--- config.mk ---
export PLATFORM = sky130hd
export DESIGN_NAME = if_id_fetch_queue_flat
export DESIGN_NICKNAME = d
export VERILOG_FILES = /design/src/rtl/if_id_fetch_queue_if.sv /design/src/rtl/if_id_fetch_queue.sv /design/src/flat_wrapper.sv
export SDC_FILE = /design/constraint.sdc
export NUM_CORES = 1
export LEC_CHECK = 0
export CAP_MARGIN = 20
export CORE_MARGIN = 2
export CORE_UTILIZATION = 31
export DETAILED_ROUTE_END_ITERATION = 8
export PLACE_DENSITY = 0.49
export SLEW_MARGIN = 0
export SYNTH_ARGS = -nofsm -noshare
export SYNTH_HDL_FRONTEND = slang
export SYNTH_SLANG_ARGS = --single-unit
--- constraint.sdc ---
create_clock -name Clk -period 4.7 [get_ports Clk]
set_input_delay 0.705 -clock Clk [delete_from_list [all_inputs] [get_ports Clk]]
set_output_delay 0.705 -clock Clk [all_outputs]
set_load 0.1 [all_outputs]
--- src/rtl/if_id_fetch_queue_if.sv ---
// Fetch-to-decode handshake bundle for the IF/ID instruction queue.
// master = fetch/decode side, slave = the queue itself.
interface if_id_fetch_queue_if #(
    parameter int DATA_W = 32,
    parameter int ADDR_W = 32,
    parameter int DEPTH  = 4,
    parameter int CNT_W  = 16
);
    localparam int OCNT_W = $clog2(DEPTH + 1);

    logic              iValid;
    logic              iReady;
    logic [DATA_W-1:0] iInstruction;
    logic [ADDR_W-1:0] iPC;
    logic [ADDR_W-1:0] iPCPlus4;
    logic              Stall;
    logic              Flush;
    logic              oValid;
    logic [DATA_W-1:0] oInstruction;
    logic [ADDR_W-1:0] oPC;
    logic [ADDR_W-1:0] oPCPlus4;
    logic [OCNT_W-1:0] oCount;
    logic [CNT_W-1:0]  oStallCycles;

    modport master (
        output iValid, iInstruction, iPC, iPCPlus4, Stall, Flush,
        input  iReady, oValid, oInstruction, oPC, oPCPlus4, oCount, oStallCycles
    );

    modport slave (
        input  iValid, iInstruction, iPC, iPCPlus4, Stall, Flush,
        output iReady, oValid, oInstruction, oPC, oPCPlus4, oCount, oStallCycles
    );
endinterface

--- src/rtl/if_id_fetch_queue.sv ---
// In-order DEPTH-entry IF/ID instruction queue with one-cycle flush and stall counter.
// Latency: entry written at edge t is presented to ID in cycle t+1, no bypass.
// Backpressure: iReady depends on registered occupancy only; full queue holds IF off.
module if_id_fetch_queue #(
    parameter int DATA_W = 32,
    parameter int ADDR_W = 32,
    parameter int DEPTH  = 4,
    parameter int CNT_W  = 16
) (
    input  logic                 Clk,
    input  logic                 Reset,
    if_id_fetch_queue_if.slave   q
);
    localparam int PTR_W = $clog2(DEPTH);
    localparam int CW    = $clog2(DEPTH + 1);
    localparam logic [CW-1:0]    DEPTH_C = CW'(DEPTH);
    localparam logic [PTR_W-1:0] LAST_C  = PTR_W'(DEPTH - 1);

    typedef struct packed {
        logic [DATA_W-1:0] instr;
        logic [ADDR_W-1:0] pc;
        logic [ADDR_W-1:0] pc_plus4;
    } entry_t;

    entry_t           mem_q [DEPTH];
    entry_t           mem_d [DEPTH];
    logic [PTR_W-1:0] rd_ptr_q, rd_ptr_d;
    logic [PTR_W-1:0] wr_ptr_q, wr_ptr_d;
    logic [CW-1:0]    count_q, count_d;
    logic [CNT_W-1:0] stall_cnt_q, stall_cnt_d;

    logic   in_rdy;
    logic   out_vld;
    logic   enq;
    logic   deq;
    entry_t head;

    assign in_rdy  = (count_q < DEPTH_C);
    assign out_vld = (count_q != '0);
    assign enq     = q.iValid && in_rdy && !q.Flush;
    assign deq     = out_vld && !q.Stall && !q.Flush;
    assign head    = mem_q[rd_ptr_q];

    always_comb begin
        mem_d       = mem_q;
        rd_ptr_d    = rd_ptr_q;
        wr_ptr_d    = wr_ptr_q;
        count_d     = count_q;
        stall_cnt_d = stall_cnt_q;

        if (enq) begin
            mem_d[wr_ptr_q] = '{instr: q.iInstruction, pc: q.iPC, pc_plus4: q.iPCPlus4};
            wr_ptr_d        = (wr_ptr_q == LAST_C) ? '0 : wr_ptr_q + PTR_W'(1);
        end
        if (deq) begin
            rd_ptr_d = (rd_ptr_q == LAST_C) ? '0 : rd_ptr_q + PTR_W'(1);
        end

        case ({enq, deq})
            2'b10:   count_d = count_q + CW'(1);
            2'b01:   count_d = count_q - CW'(1);
            default: count_d = count_q;
        endcase

        // Flush discards queue state but keeps the debug stall history.
        if (q.Flush) begin
            rd_ptr_d = '0;
            wr_ptr_d = '0;
            count_d  = '0;
        end

        if (out_vld && q.Stall && !q.Flush && (stall_cnt_q != '1)) begin
            stall_cnt_d = stall_cnt_q + CNT_W'(1);
        end
    end

    always_ff @(posedge Clk) begin
        if (!Reset) begin
            rd_ptr_q    <= '0;
            wr_ptr_q    <= '0;
            count_q     <= '0;
            stall_cnt_q <= '0;
        end else begin
            rd_ptr_q    <= rd_ptr_d;
            wr_ptr_q    <= wr_ptr_d;
            count_q     <= count_d;
            stall_cnt_q <= stall_cnt_d;
        end
    end

    // Payload storage needs no reset: it is only observed through out_vld gating.
    always_ff @(posedge Clk) begin
        mem_q <= mem_d;
    end

    assign q.iReady       = in_rdy;
    assign q.oValid       = out_vld;
    assign q.oInstruction = out_vld ? head.instr    : '0;
    assign q.oPC          = out_vld ? head.pc       : '0;
    assign q.oPCPlus4     = out_vld ? head.pc_plus4 : '0;
    assign q.oCount       = count_q;
    assign q.oStallCycles = stall_cnt_q;
endmodule

--- src/flat_wrapper.sv ---
// flat-port wrapper written by rule: the top's interface ports become plain ports
module if_id_fetch_queue_flat 
#(
    parameter int DATA_W = 32,
    parameter int ADDR_W = 32,
    parameter int DEPTH  = 4,
    parameter int CNT_W  = 16
)
  (Clk, Reset, q_iValid, q_iInstruction, q_iPC, q_iPCPlus4, q_Stall, q_Flush, q_iReady, q_oValid, q_oInstruction, q_oPC, q_oPCPlus4, q_oCount, q_oStallCycles);
  if_id_fetch_queue_if #(.DATA_W(DATA_W), .ADDR_W(ADDR_W), .DEPTH(DEPTH), .CNT_W(CNT_W)) q_i ();
  input  logic Clk;
  input  logic Reset;
  input wire logic [$bits(q_i.iValid)-1:0] q_iValid;
  input wire logic [$bits(q_i.iInstruction)-1:0] q_iInstruction;
  input wire logic [$bits(q_i.iPC)-1:0] q_iPC;
  input wire logic [$bits(q_i.iPCPlus4)-1:0] q_iPCPlus4;
  input wire logic [$bits(q_i.Stall)-1:0] q_Stall;
  input wire logic [$bits(q_i.Flush)-1:0] q_Flush;
  output wire logic [$bits(q_i.iReady)-1:0] q_iReady;
  output wire logic [$bits(q_i.oValid)-1:0] q_oValid;
  output wire logic [$bits(q_i.oInstruction)-1:0] q_oInstruction;
  output wire logic [$bits(q_i.oPC)-1:0] q_oPC;
  output wire logic [$bits(q_i.oPCPlus4)-1:0] q_oPCPlus4;
  output wire logic [$bits(q_i.oCount)-1:0] q_oCount;
  output wire logic [$bits(q_i.oStallCycles)-1:0] q_oStallCycles;
  assign q_i.iValid = q_iValid;
  assign q_i.iInstruction = q_iInstruction;
  assign q_i.iPC = q_iPC;
  assign q_i.iPCPlus4 = q_iPCPlus4;
  assign q_i.Stall = q_Stall;
  assign q_i.Flush = q_Flush;
  assign q_iReady = q_i.iReady;
  assign q_oValid = q_i.oValid;
  assign q_oInstruction = q_i.oInstruction;
  assign q_oPC = q_i.oPC;
  assign q_oPCPlus4 = q_i.oPCPlus4;
  assign q_oCount = q_i.oCount;
  assign q_oStallCycles = q_i.oStallCycles;
  if_id_fetch_queue #(.DATA_W(DATA_W), .ADDR_W(ADDR_W), .DEPTH(DEPTH), .CNT_W(CNT_W)) u_core (.Clk(Clk), .Reset(Reset), .q(q_i));
endmodule
=== Yosys cells after proc, flatten, opt, wreduce, memory -nomap -nowiden ===
Index checks and enable logic that the tools add are counted.

* Register bits: 407
* Bits of input ports: 101
* Output and inout port bits: 117
* Logic and storage cells: 58

* $add $sub $neg: 5
* $lt $le $gt $ge: 4
* Equality and inequality tests: 5
* Muxes and demuxes: 12
* Bitwise operators: 3
* Reduce and logical (&&, ||, !) cells: 13

{| class="wikitable"
|+ Operators by type and width
! operator !! number
|-
| $bwmux W384 || 1
|-
| $mux W96 || 3
|-
| $bmux W96 S2 || 1
|-
| $demux W96 S2 || 1
|-
| $mux W32 || 3
|-
| $add A16 B1 Y16 const B || 1
|-
| $ne A16 B16 Y1 const B || 1
|-
| $logic_and A1 B1 Y1 || 8
|-
| $eq A2 B2 Y1 const B || 3
|-
| $ge A3 B3 Y1 const B || 2
|-
| $not A2 Y3 || 2
|-
| $pmux W3 S2 || 1
|-
| $add A2 B1 Y2 const B || 2
|-
| $mux W2 || 2
|-
| $add A3 B1 Y3 const B || 1
|-
| $lt A3 B1 Y1 const B || 1
|-
| $lt A3 B3 Y1 const B || 1
|-
| $reduce_bool A3 Y1 || 1
|-
| $sub A3 B1 Y3 const B || 1
|-
| $eq A2 B1 Y1 const B || 1
|-
| $logic_not A1 Y1 || 2
|-
| $reduce_bool A2 Y1 || 1
|-
| $reduce_or A2 Y1 || 1
|-
| $not A1 Y1 || 1
|}

=== Depth between registers and ports, before layout ===
* Word-level depth: 6
* Mapped depth: 9
* Depth with buffers taken out: 8

=== Least setup slack after synthesis ===
OpenSTA, ideal clock, no wires.

* Kind: flip-flop to output port
* From: reg u_core.count_q[2] (netlist: u_core.q.oCount[2])
* To: out q_oInstruction[22]
* Data arrival time: 3.450 ns
* Data required time: 3.995 ns
* Slack: 0.545 ns
* Stages on the path, launching flop included: 6
* Buffers on the path: 3
* Cells stage by stage: dfxtp_1 -> or3_1 -> buf_2 -> clkbuf_1 -> clkbuf_1 -> and2_1

* Word-level cells in the longest chain between the ends: 2

{| class="wikitable"
|+ RTL lines
! element !! line !! RTL
|-
| start, declared || if_id_fetch_queue.sv:29 || <nowiki>logic [CW-1:0] count_q, count_d;</nowiki>
|-
| start signal, assigned || if_id_fetch_queue.sv:86 || <nowiki>count_q <= count_d;</nowiki>
|-
| $reduce_bool A3 Y1 || if_id_fetch_queue.sv:39 || <nowiki>assign out_vld = (count_q != '0);</nowiki>
|-
| net q_oValid || flat_wrapper.sv:20 || <nowiki>output wire logic [$bits(q_i.oValid)-1:0] q_oValid;</nowiki>
|-
| $mux W32 || if_id_fetch_queue.sv:98 || <nowiki>assign q.oInstruction = out_vld ? head.instr : '0;</nowiki>
|-
| end, declared || flat_wrapper.sv:21 || <nowiki>output wire logic [$bits(q_i.oInstruction)-1:0] q_oInstruction;</nowiki>
|}

The timed path passes the listed nets, and every way through them passes these cells.

=== Worst setup path after layout ===
* From: reg u_core.count_q[2] (netlist: u_core.q.oCount[2])
* To: out q_oPC[25]

* Word-level cells in the longest chain between the ends: 2

{| class="wikitable"
|+ RTL lines
! element !! line !! RTL
|-
| $reduce_bool A3 Y1 || if_id_fetch_queue.sv:39 ||
|-
| $mux W32 || if_id_fetch_queue.sv:99 || <nowiki>assign q.oPC = out_vld ? head.pc : '0;</nowiki>
|-
| end, declared || flat_wrapper.sv:22 || <nowiki>output wire logic [$bits(q_i.oPC)-1:0] q_oPC;</nowiki>
|}

Every way passes these cells.

==> flow_summary.yaml <==
run_status:
  status: "complete, no violations"
detailed_routing:
  final_antenna_net_count: 0
  wirelength_um: 35000
  vias: 7949
  drt-pass1-iter-count: 4
  wire_per_inst_um: 20.3
  drc_errors: 0
  viasPerCell: 4.61
  first_iter_violations: 421
timing:
  fin_skew_ns: 0.0150
  drv_slew: 0
  rsz0062_at_grt: "no"
  hold_viol: 0
  fin_setup_tns_ns: 0
  max_freq_mhz: 294
  setup_viol: 0
  period_minus_slack_ns: 3.40
  slew_headroom_pct: 32.9
  period_share_pct: 72.4
  tightest_slew_ns: 1.00
final_layout:
  seqCellArea_um2: 12000
  drive_above_1_share_pct: 26.7
  final_area_um2: 20000
  post-route-util_pct: 39.8
  fillers: 4599
  finalNetCount: 1123
  syn_to_final_growth_pct: 26.6
  multi_input_area_um2: 3580
yosys:
  yosys.area_share.simple_pct: 6.46
  syn_avg_cell_area_um2: 20.5
  synth_commonest_cells: "edfxtp_1 (384), and2_1 (103), mux4_2 (96)"
  ys_warn_count: 0
  netlist-cell-type-count: 37
  syn_inst: 768
  synth_fa_ha_area_share_pct: 0.683
  syn_nets: 877
  synth_compound_area_share_pct: 0.953
  yosys-top-cells-area: "edfxtp_1 (73%), mux4_2 (14%), and2_1 (4.1%)"
  synth-edff-count: 384
  synth_xor_area_share_pct: 0.111
  synth_mux_area_share_pct: 14.4
  synth_top_area_share_pct: 73.2
  synth_top_cell_by_area: "edfxtp_1"
  synth-main-ff-cell: "edfxtp_1"
  yosys_register_bits: 407
  ys_seq_area_share_pct: 76.1
  syn_area_um2: 15800
  synth_top_family_by_area: "multiplexers"
  ys_async_sr_fraction_pct: 0
  yosysMostFrequentCell: "edfxtp_1"
place:
  routabilityCongestion: 0.747
  place_area_um2: 18600
  portBuffers: 217
  dp_hpwl_um: 20400
clock_tree:
  clockBufferDepth: 3
  cts_sinks: 407
  cts_setup_buffers: 0
  cts-root-buf: "clkbuf_16"
  ctsHoldBuffers: 0
  cts-buffers-inserted: 45
  htree_levels: 2
  cts_tree: "built"
  cts_resized: 0
  insertion_delay_ns: 0.57
  clkTransAtPathRegs_ns: 0.06
worst_hold_path:
  hold_path_class: "register to register"
setup_path:
  end_kind: "output port"
  cp.arrival_ns: 2.70
  critical_path_class: "register to output port"
  worst-path-max-fanout: 57
  worstPathRequired_ns: 3.99
  cp-start-kind: "register"
die:
  num_rows: 82
  chipWidth_um: 229
  dieArea_um2: 52700
  die_h_um: 229
  initial_core_util_pct: 31.4
  core_um2: 50200
  ios: 218
grt:
  grt_pass1_wl_um: 53300
  grt_pass1_vias: 8560
  grt-ovfl-total: 0
  grt_usage_pct: 13.4
  grt_max_degree: 100
  antenna_found_initial: 4
power:
  ir_worst_vdd_v: 0.000225
  power_density_nw_per_um2: 389
  leakage_nw: 6.45
run:
  max_cap_viol_count: 0
==> layout by cell type, fill, tap and decap left out, types with 5 or more instances in the layout <==
cell type,n
a21oi_1,12
and2_1,99
buf_12,7
buf_4,108
clkbuf_1,9
clkbuf_16,45
clkdlybuf4s50_1,120
clkinv_1,15
clkinv_2,10
dfxtp_1,21
edfxtp_1,384
ha_1,7
inv_1,12
mux2i_1,11
mux4_2,96
nand2_1,18
nand2b_1,8
nand3_1,5
nor2_1,14
==> sequential cells by signal (all words and copies together), names as in the netlist <==
register,cells
u_core.q.oCount,3
u_core.q.oStallCycles,16
u_core.rd_ptr_q,2
u_core.wr_ptr_q,2
u_core.mem_q,384
==> per-layer routing <==
metal  GRT usage, %  routed length, um  vias to the layer above
met2           22.1              17100                      177
met3           3.72               1910                       57
met1           17.2              15200                     4116
met5              0                 54                        -
met4           3.77                709                        8
li1               -                  -                     3591
==> cells by family (layout without fill, tap and decap cells) <==
| family | Yosys count | in the layout |
|---|---|---|
| AND/OR/NAND/NOR | 172 | 172 |
| adder cells (fa/ha/maj) | 8 | 8 |
| buffers and inverters | 48 | 330 |
| AO/OA/AOI/OAI | 24 | 24 |
| XOR/XNOR | 2 | 2 |
| multiplexers | 107 | 107 |
| other | 0 | 1 |
| flip-flops | 407 | 407 |
==> worst max-delay path: stages (launching register included) <==
cell and delay, ns:
dfxtp_1 0.40, or3_4 0.60, buf_4 0.54, and2_1 0.24, buf_4 0.30
==> path summary, 6_finish.rpt <==
kind	startpoint	end	slack, ns	depth (start not counted)
worst max register to register	u_core.q.oCount[2]	u_core.q.oCount[2]	1.83	8
worst min register to register	u_core.q.oStallCycles[11]	u_core.q.oStallCycles[11]	0.49	2
worst max-delay path	u_core.q.oCount[2]	q_oPC[25]	1.30	4
worst min-delay path	u_core.q.oStallCycles[11]	u_core.q.oStallCycles[11]	0.49	2
==> report_power, final <==
group	internal (mW)	leakage [nW]	switching, mW
clock network	1.81	0.660	1.41
registers	4.02	3.67	0.0108
logic	0.171	2.12	0.337
total	6.00	6.45	1.76
==> through the flow <==
| stage | std cells | hold WS (ns) | power [mW] | worst slack, ns |
|---|---|---|---|---|
| after floorplan | 768 | 0.568 | 4.41 | 0.545 |
| after CTS | 1722 | 0.504 | 7.89 | 1.10 |
| final | 1723 | 0.494 | 7.76 | 1.30 |
| after global placement | 1639 | 0.495 | 4.62 | 1.65 |
| after detailed placement | 1639 | 0.496 | 4.62 | 1.63 |
| after global routing | 1722 | 0.545 | 8.05 | 0.977 |
==> final cells by class <==
type	count	share of cell area [%]
Timing Repair Buffer	235	10.8
Multi-Input combinational cell	313	17.9
Clock inverter	29	0.890
Sequential cell	407	60.1
Tap cell	672	4.21
Inverter	12	0.226
Clock buffer	54	5.81
Antenna cell	1	0.0125
Power figures use the tool's default switching activity.
